--- src/rtl/i2c_target_rx.sv ---
// rtl/i2c_target_rx.sv - I2C write-only target: START/STOP detect, byte shift-in, ACK/NACK drive
module i2c_target_rx #(
  parameter logic [6:0] ADDR = 7'h2A
) (
  input  logic       Clk,
  input  logic       Rst,
  input  logic       Scl_i,
  input  logic       Sda_i,
  input  logic       Rx_ready,
  output logic       Sda_oe,
  output logic [7:0] Data_o,
  output logic       Data_valid,
  output logic       Addr_match,
  output logic       Busy
);

  typedef enum logic [2:0] {
    S_IDLE     = 3'd0,
    S_ADDR     = 3'd1,
    S_ADDR_ACK = 3'd2,
    S_DATA     = 3'd3,
    S_DATA_ACK = 3'd4,
    S_IGNORE   = 3'd5
  } state_t;

  state_t     state, state_next;

  logic       scl_s1, scl_s2, scl_h;
  logic       sda_s1, sda_s2, sda_h;
  logic       scl_rise, scl_fall, start_det, stop_det;
  logic [7:0] shreg;
  logic [2:0] bit_cnt;
  logic       byte_full;
  logic       capture;
  logic [7:0] rx_byte;

  // Two-stage synchronizers plus one history stage; idle bus reads as high
  always_ff @(posedge Clk) begin
    if (Rst) begin
      scl_s1 <= 1'b1;
      scl_s2 <= 1'b1;
      scl_h  <= 1'b1;
      sda_s1 <= 1'b1;
      sda_s2 <= 1'b1;
      sda_h  <= 1'b1;
    end else begin
      scl_s1 <= Scl_i;
      scl_s2 <= scl_s1;
      scl_h  <= scl_s2;
      sda_s1 <= Sda_i;
      sda_s2 <= sda_s1;
      sda_h  <= sda_s2;
    end
  end

  // Bus events from synchronized value versus history; START/STOP need SCL high on both samples
  always_comb begin
    scl_rise  = scl_s2 & ~scl_h;
    scl_fall  = ~scl_s2 & scl_h;
    start_det = scl_s2 & scl_h & ~sda_s2 & sda_h;
    stop_det  = scl_s2 & scl_h & sda_s2 & ~sda_h;
    rx_byte   = {shreg[6:0], sda_s2};
  end

  // State register
  always_ff @(posedge Clk) begin
    if (Rst) state <= S_IDLE;
    else     state <= state_next;
  end

  // Next-state: STOP beats START beats SCL edges; a byte decision waits for the fall after bit 8
  always_comb begin
    state_next = state;
    if (stop_det) begin
      state_next = S_IDLE;
    end else if (start_det) begin
      state_next = S_ADDR;
    end else begin
      case (state)
        S_IDLE:     state_next = S_IDLE;
        S_ADDR: begin
          if (scl_fall && byte_full) begin
            if (shreg[7:1] == ADDR && !shreg[0]) state_next = S_ADDR_ACK;
            else                                 state_next = S_IGNORE;
          end
        end
        S_ADDR_ACK: if (scl_fall) state_next = S_DATA;
        S_DATA: begin
          if (scl_fall && byte_full) state_next = Rx_ready ? S_DATA_ACK : S_IGNORE;
        end
        S_DATA_ACK: if (scl_fall) state_next = S_DATA;
        S_IGNORE:   state_next = S_IGNORE;
        default:    state_next = S_IDLE;
      endcase
    end
  end

  // Outputs decoded from state: ACK drive lives exactly in the two ACK states
  always_comb begin
    Sda_oe  = (state == S_ADDR_ACK) || (state == S_DATA_ACK);
    capture = scl_rise && !byte_full && !start_det && !stop_det &&
              ((state == S_ADDR) || (state == S_DATA));
  end

  // Shift register, bit counter and sink-facing flags
  always_ff @(posedge Clk) begin
    if (Rst) begin
      shreg      <= 8'h00;
      bit_cnt    <= 3'd0;
      byte_full  <= 1'b0;
      Data_o     <= 8'h00;
      Data_valid <= 1'b0;
      Addr_match <= 1'b0;
      Busy       <= 1'b0;
    end else begin
      Data_valid <= 1'b0;
      if (stop_det) begin
        Busy       <= 1'b0;
        Addr_match <= 1'b0;
        bit_cnt    <= 3'd0;
        byte_full  <= 1'b0;
      end else if (start_det) begin
        Busy       <= 1'b1;
        Addr_match <= 1'b0;
        bit_cnt    <= 3'd0;
        byte_full  <= 1'b0;
      end else begin
        if (capture) begin
          shreg   <= rx_byte;
          bit_cnt <= bit_cnt + 3'd1;
          if (bit_cnt == 3'd7) begin
            byte_full <= 1'b1;
            if (state == S_DATA) begin
              Data_o     <= rx_byte;
              Data_valid <= 1'b1;
            end
          end
        end
        if (scl_fall && byte_full && ((state == S_ADDR) || (state == S_DATA)))
          byte_full <= 1'b0;
        if (scl_fall && (state == S_ADDR_ACK))
          Addr_match <= 1'b1;
      end
    end
  end

endmodule

--- config.mk ---
export PLATFORM = sky130hd
export DESIGN_NAME = i2c_target_rx
export DESIGN_NICKNAME = d
export VERILOG_FILES = /design/src/rtl/i2c_target_rx.sv
export SDC_FILE = /design/constraint.sdc
export NUM_CORES = 1
export LEC_CHECK = 0
export CAP_MARGIN = 20
export CORE_MARGIN = 10
export CORE_UTILIZATION = 52
export DETAILED_ROUTE_END_ITERATION = 12
export PLACE_DENSITY_LB_ADDON = 0.05
export SKIP_CTS_REPAIR_TIMING = 1
export SYNTH_ARGS = -nofsm -noshare
export SYNTH_HDL_FRONTEND = slang
export SYNTH_SLANG_ARGS = --single-unit
--- constraint.sdc ---
create_clock -name Clk -period 2.07 [get_ports Clk]
set_clock_uncertainty 0.05 [all_clocks]
set_input_delay 0.3105 -clock Clk [delete_from_list [all_inputs] [get_ports Clk]]
set_output_delay 0.3105 -clock Clk [all_outputs]
set_load 0.005 [all_outputs]
==> results.py <==
metrics = {
    "timing": {
        "drv_slew": 0,
        "fmax_mhz": 516,
        "hold_viol_final": 0,
        "period_share_pct": 93.7,
        "fin_hold_ws_ns": 0.367,
        "fin_ws_ns": 0.131,
        "max_slew_margin_pct": 56.1,
        "tightest_slew_ns": 0.658,
        "final-setup-viol-count": 0,
        "min_period_ns": 1.94,
    },
    "run": {
        "max_cap_viol_count": 0,
    },
    "clock_network": {
        "ctsLongestPathBuffers": 2,
        "cts_max_level": 2,
        "cts_root_buf": "clkbuf_4",
        "clk_latency_ns": 0.33,
        "clkSinkCount": 32,
        "cts_tree": "done",
        "cts_buffers": 5,
        "clk_pin_slew_ns": 0.10,
    },
    "logic_synthesis": {
        "synth_top_family_by_area": "simple AND/OR/NAND/NOR gates",
        "synth_xor_xnor_area_share_pct": 1.38,
        "ys_ff_latch": 32,
        "synth_compound_area_share_pct": 8.37,
        "synth_area_um2": 1270,
        "synth_fa_ha_area_share_pct": 1.97,
        "ys_seq_area_share_pct": 50.4,
        "postSynthCellCount": 131,
        "synthMuxAreaShare_pct": 14.2,
        "synth_cell_types": 32,
        "synth_fp_nets": 138,
        "yosys_warnings": 0,
        "post_synth_and_or_nand_nor_area_fraction_pct": 20.9,
        "synth.avg_cell_area_um2": 9.70,
    },
    "route": {
        "via_count": 965,
        "drc_errors": 0,
        "routed_wl_mm": 2.51,
        "firstDrtPassIters": 4,
        "wl_per_cell_um": 13.8,
        "via_per_inst": 5.33,
        "drt_iter0_drc": 60,
        "drtAntennaViolNets": 0,
    },
    "layout": {
        "drive_gt1_share_pct": 13.7,
        "antenna_cells": 0,
        "layout_common_cells": "31 x dfxtp_1, 25 x nor2_1, 18 x mux2i_1",
        "nNetsFinal": 159,
        "syn_to_final_growth_pct": 21.1,
        "fin_cells": 181,
        "final_util_pct": 67.6,
        "fillers": 172,
        "mostFrequentLayoutCell": "dfxtp_1",
    },
    "setup_path": {
        "critical_path_class": "reg -> out",
        "critPathTopFamily": "buffers and inverters",
        "r2r_slack_ns": 0.47,
        "crit_path_frequent_cell": "nor2_1",
        "endpoint_kind": "output port",
        "crit_slowest_cell": "clkdlybuf4s50_1",
        "slowest_delay_ns": 0.50,
        "required_ns": 1.71,
        "cp_max_fo": 4,
        "cp.arrival_ns": 1.58,
        "cp-start-kind": "flip-flop",
        "path_buf_inv": 1,
        "cp_num_cells": 4,
        "crit_path_cell_trace": "nor2b_4, nor2_1, nor2_1, clkdlybuf4s50_1",
        "r2r_cells": 7,
    },
    "placed_design": {
        "finalWeightedCongestion": 0.853,
        "numPortBuffers": 16,
        "dpl.hpwl_mm": 1.72,
        "placed_cells": 173,
        "place_ws_ns": 0.311,
    },
    "floorplanning": {
        "ioPinCount": 17,
        "coreArea_um2": 2280,
        "die_h_um": 69.4,
        "die_area_um2": 4820,
        "rows": 17,
        "die_width_um": 69.4,
        "start_util_pct": 55.9,
    },
    "global_route": {
        "grt_first_pass_wirelength_mm": 4.21,
        "track_usage_pct": 10.5,
        "grt_pass1_vias": 956,
        "globalRoute.totalOverflow": 0,
        "antenna_found_initial": 0,
        "grt_max_degree": 25,
    },
    "power": {
        "power.density_nw_per_um2": 687,
        "ir_drop_mv": 0.662,
        "leakagePower_uw": 0.000622,
        "power_uw": 1060,
    },
    "worst_hold_path": {
        "holdCritPathClass": "reg -> reg",
        "whs_path_depth": 1,
    },
    "outcome": {
        "status": "complete, no violations",
    },
}
power by group:
part / switching [µW] / internal [µW]
sequential: 9.25 / 624
clock: 205 / 166
combinational: 26.5 / 25.7
sequential cells by signal, indices dropped and copies added, names as in the netlist:
register	flops
Addr_match	1
Busy	1
Data_o	8
Data_valid	1
bit_cnt	3
byte_full	1
scl_h	1
scl_s1	1
scl_s2	1
sda_h	1
sda_s1	1
sda_s2	1
shreg	8
state	3
final cells by class:
| type | instances | area, µm² | share of cell area [%] |
|---|---|---|---|
| Sequential cell | 32 | 642 | 41.7 |
| Clock inverter | 1 | 7.51 | 0.488 |
| Tap cell | 28 | 35.0 | 2.28 |
| Multi-Input combinational cell | 92 | 609 | 39.6 |
| Inverter | 2 | 7.51 | 0.488 |
| Clock buffer | 7 | 55.1 | 3.58 |
| Timing Repair Buffer | 19 | 183 | 11.9 |
path summary, 6_finish.rpt:
kind                            from                endpoint
max            state[2]$_SDFFE_PP0P_                  Sda_oe
min                scl_s1$_SDFF_PP1_       scl_s2$_SDFF_PP1_
max reg2reg  bit_cnt[0]$_SDFFE_PP0P_  Data_o[0]$_SDFFE_PP0P_
min reg2reg        scl_s1$_SDFF_PP1_       scl_s2$_SDFF_PP1_
stage by stage:
stage | setup TNS (ns) | cell area [µm²]
after floorplan | 0 | 1270
after global placement | 0 | 1460
after detailed placement | 0 | 1460
after CTS | -0.0501 | 1520
after global routing | -0.0101 | 1540
final | 0 | 1540
cells in the mapped netlist:
cell type	instances	share of area (%)
o21ai_1	2	0.79
or3b_1	1	0.69
nand2_1	8	2.4
nor4b_1	1	0.69
xnor2_1	2	1.4
mux2i_1	18	14
inv_1	2	0.59
ha_1	2	2.0
a21oi_1	4	1.6
a311oi_1	1	0.69
nor3b_1	1	0.59
o21a_1	1	0.59
nand4_1	1	0.49
or2_0	1	0.49
clkbuf_1	2	0.59
o21ai_0	2	0.79
nor2_1	25	7.4
nand3b_1	1	0.59
a31oi_1	3	1.5
buf_2	2	0.79
buf_6	1	0.89
o21bai_1	1	0.59
a2bb2oi_1	1	0.69
and3_1	2	0.98
nor4bb_1	1	0.79
nor2b_1	2	0.98
and2b_2	2	1.4
a21o_1	1	0.59
a211oi_1	1	0.59
or2_2	6	3.0
dfxtp_1	32	50
and2_1	1	0.49
layer usage:
layer  track usage (%)  wire [µm]  part of all wire (%)  vias to the layer above
met5                 0          0                     0                        -
met4              5.10         25                   1.0                        0
met2              15.6       1210                    48                       14
met1              11.7       1160                    46                      455
met3              5.71        116                   4.6                        5
li1                  -          -                     -                      491
kinds of logic (layout without fill, tap and decap cells):
logic type,after synthesis,count (layout)
buffers and inverters,7,29
xor gates and xnor gates,2,2
and+or+nand+nor,53,53
muxes,18,18
AOI/OAI and AO/OA,17,17
DFF,32,32
adders and majority gates,2,2
Power figures use the tool's default switching activity.
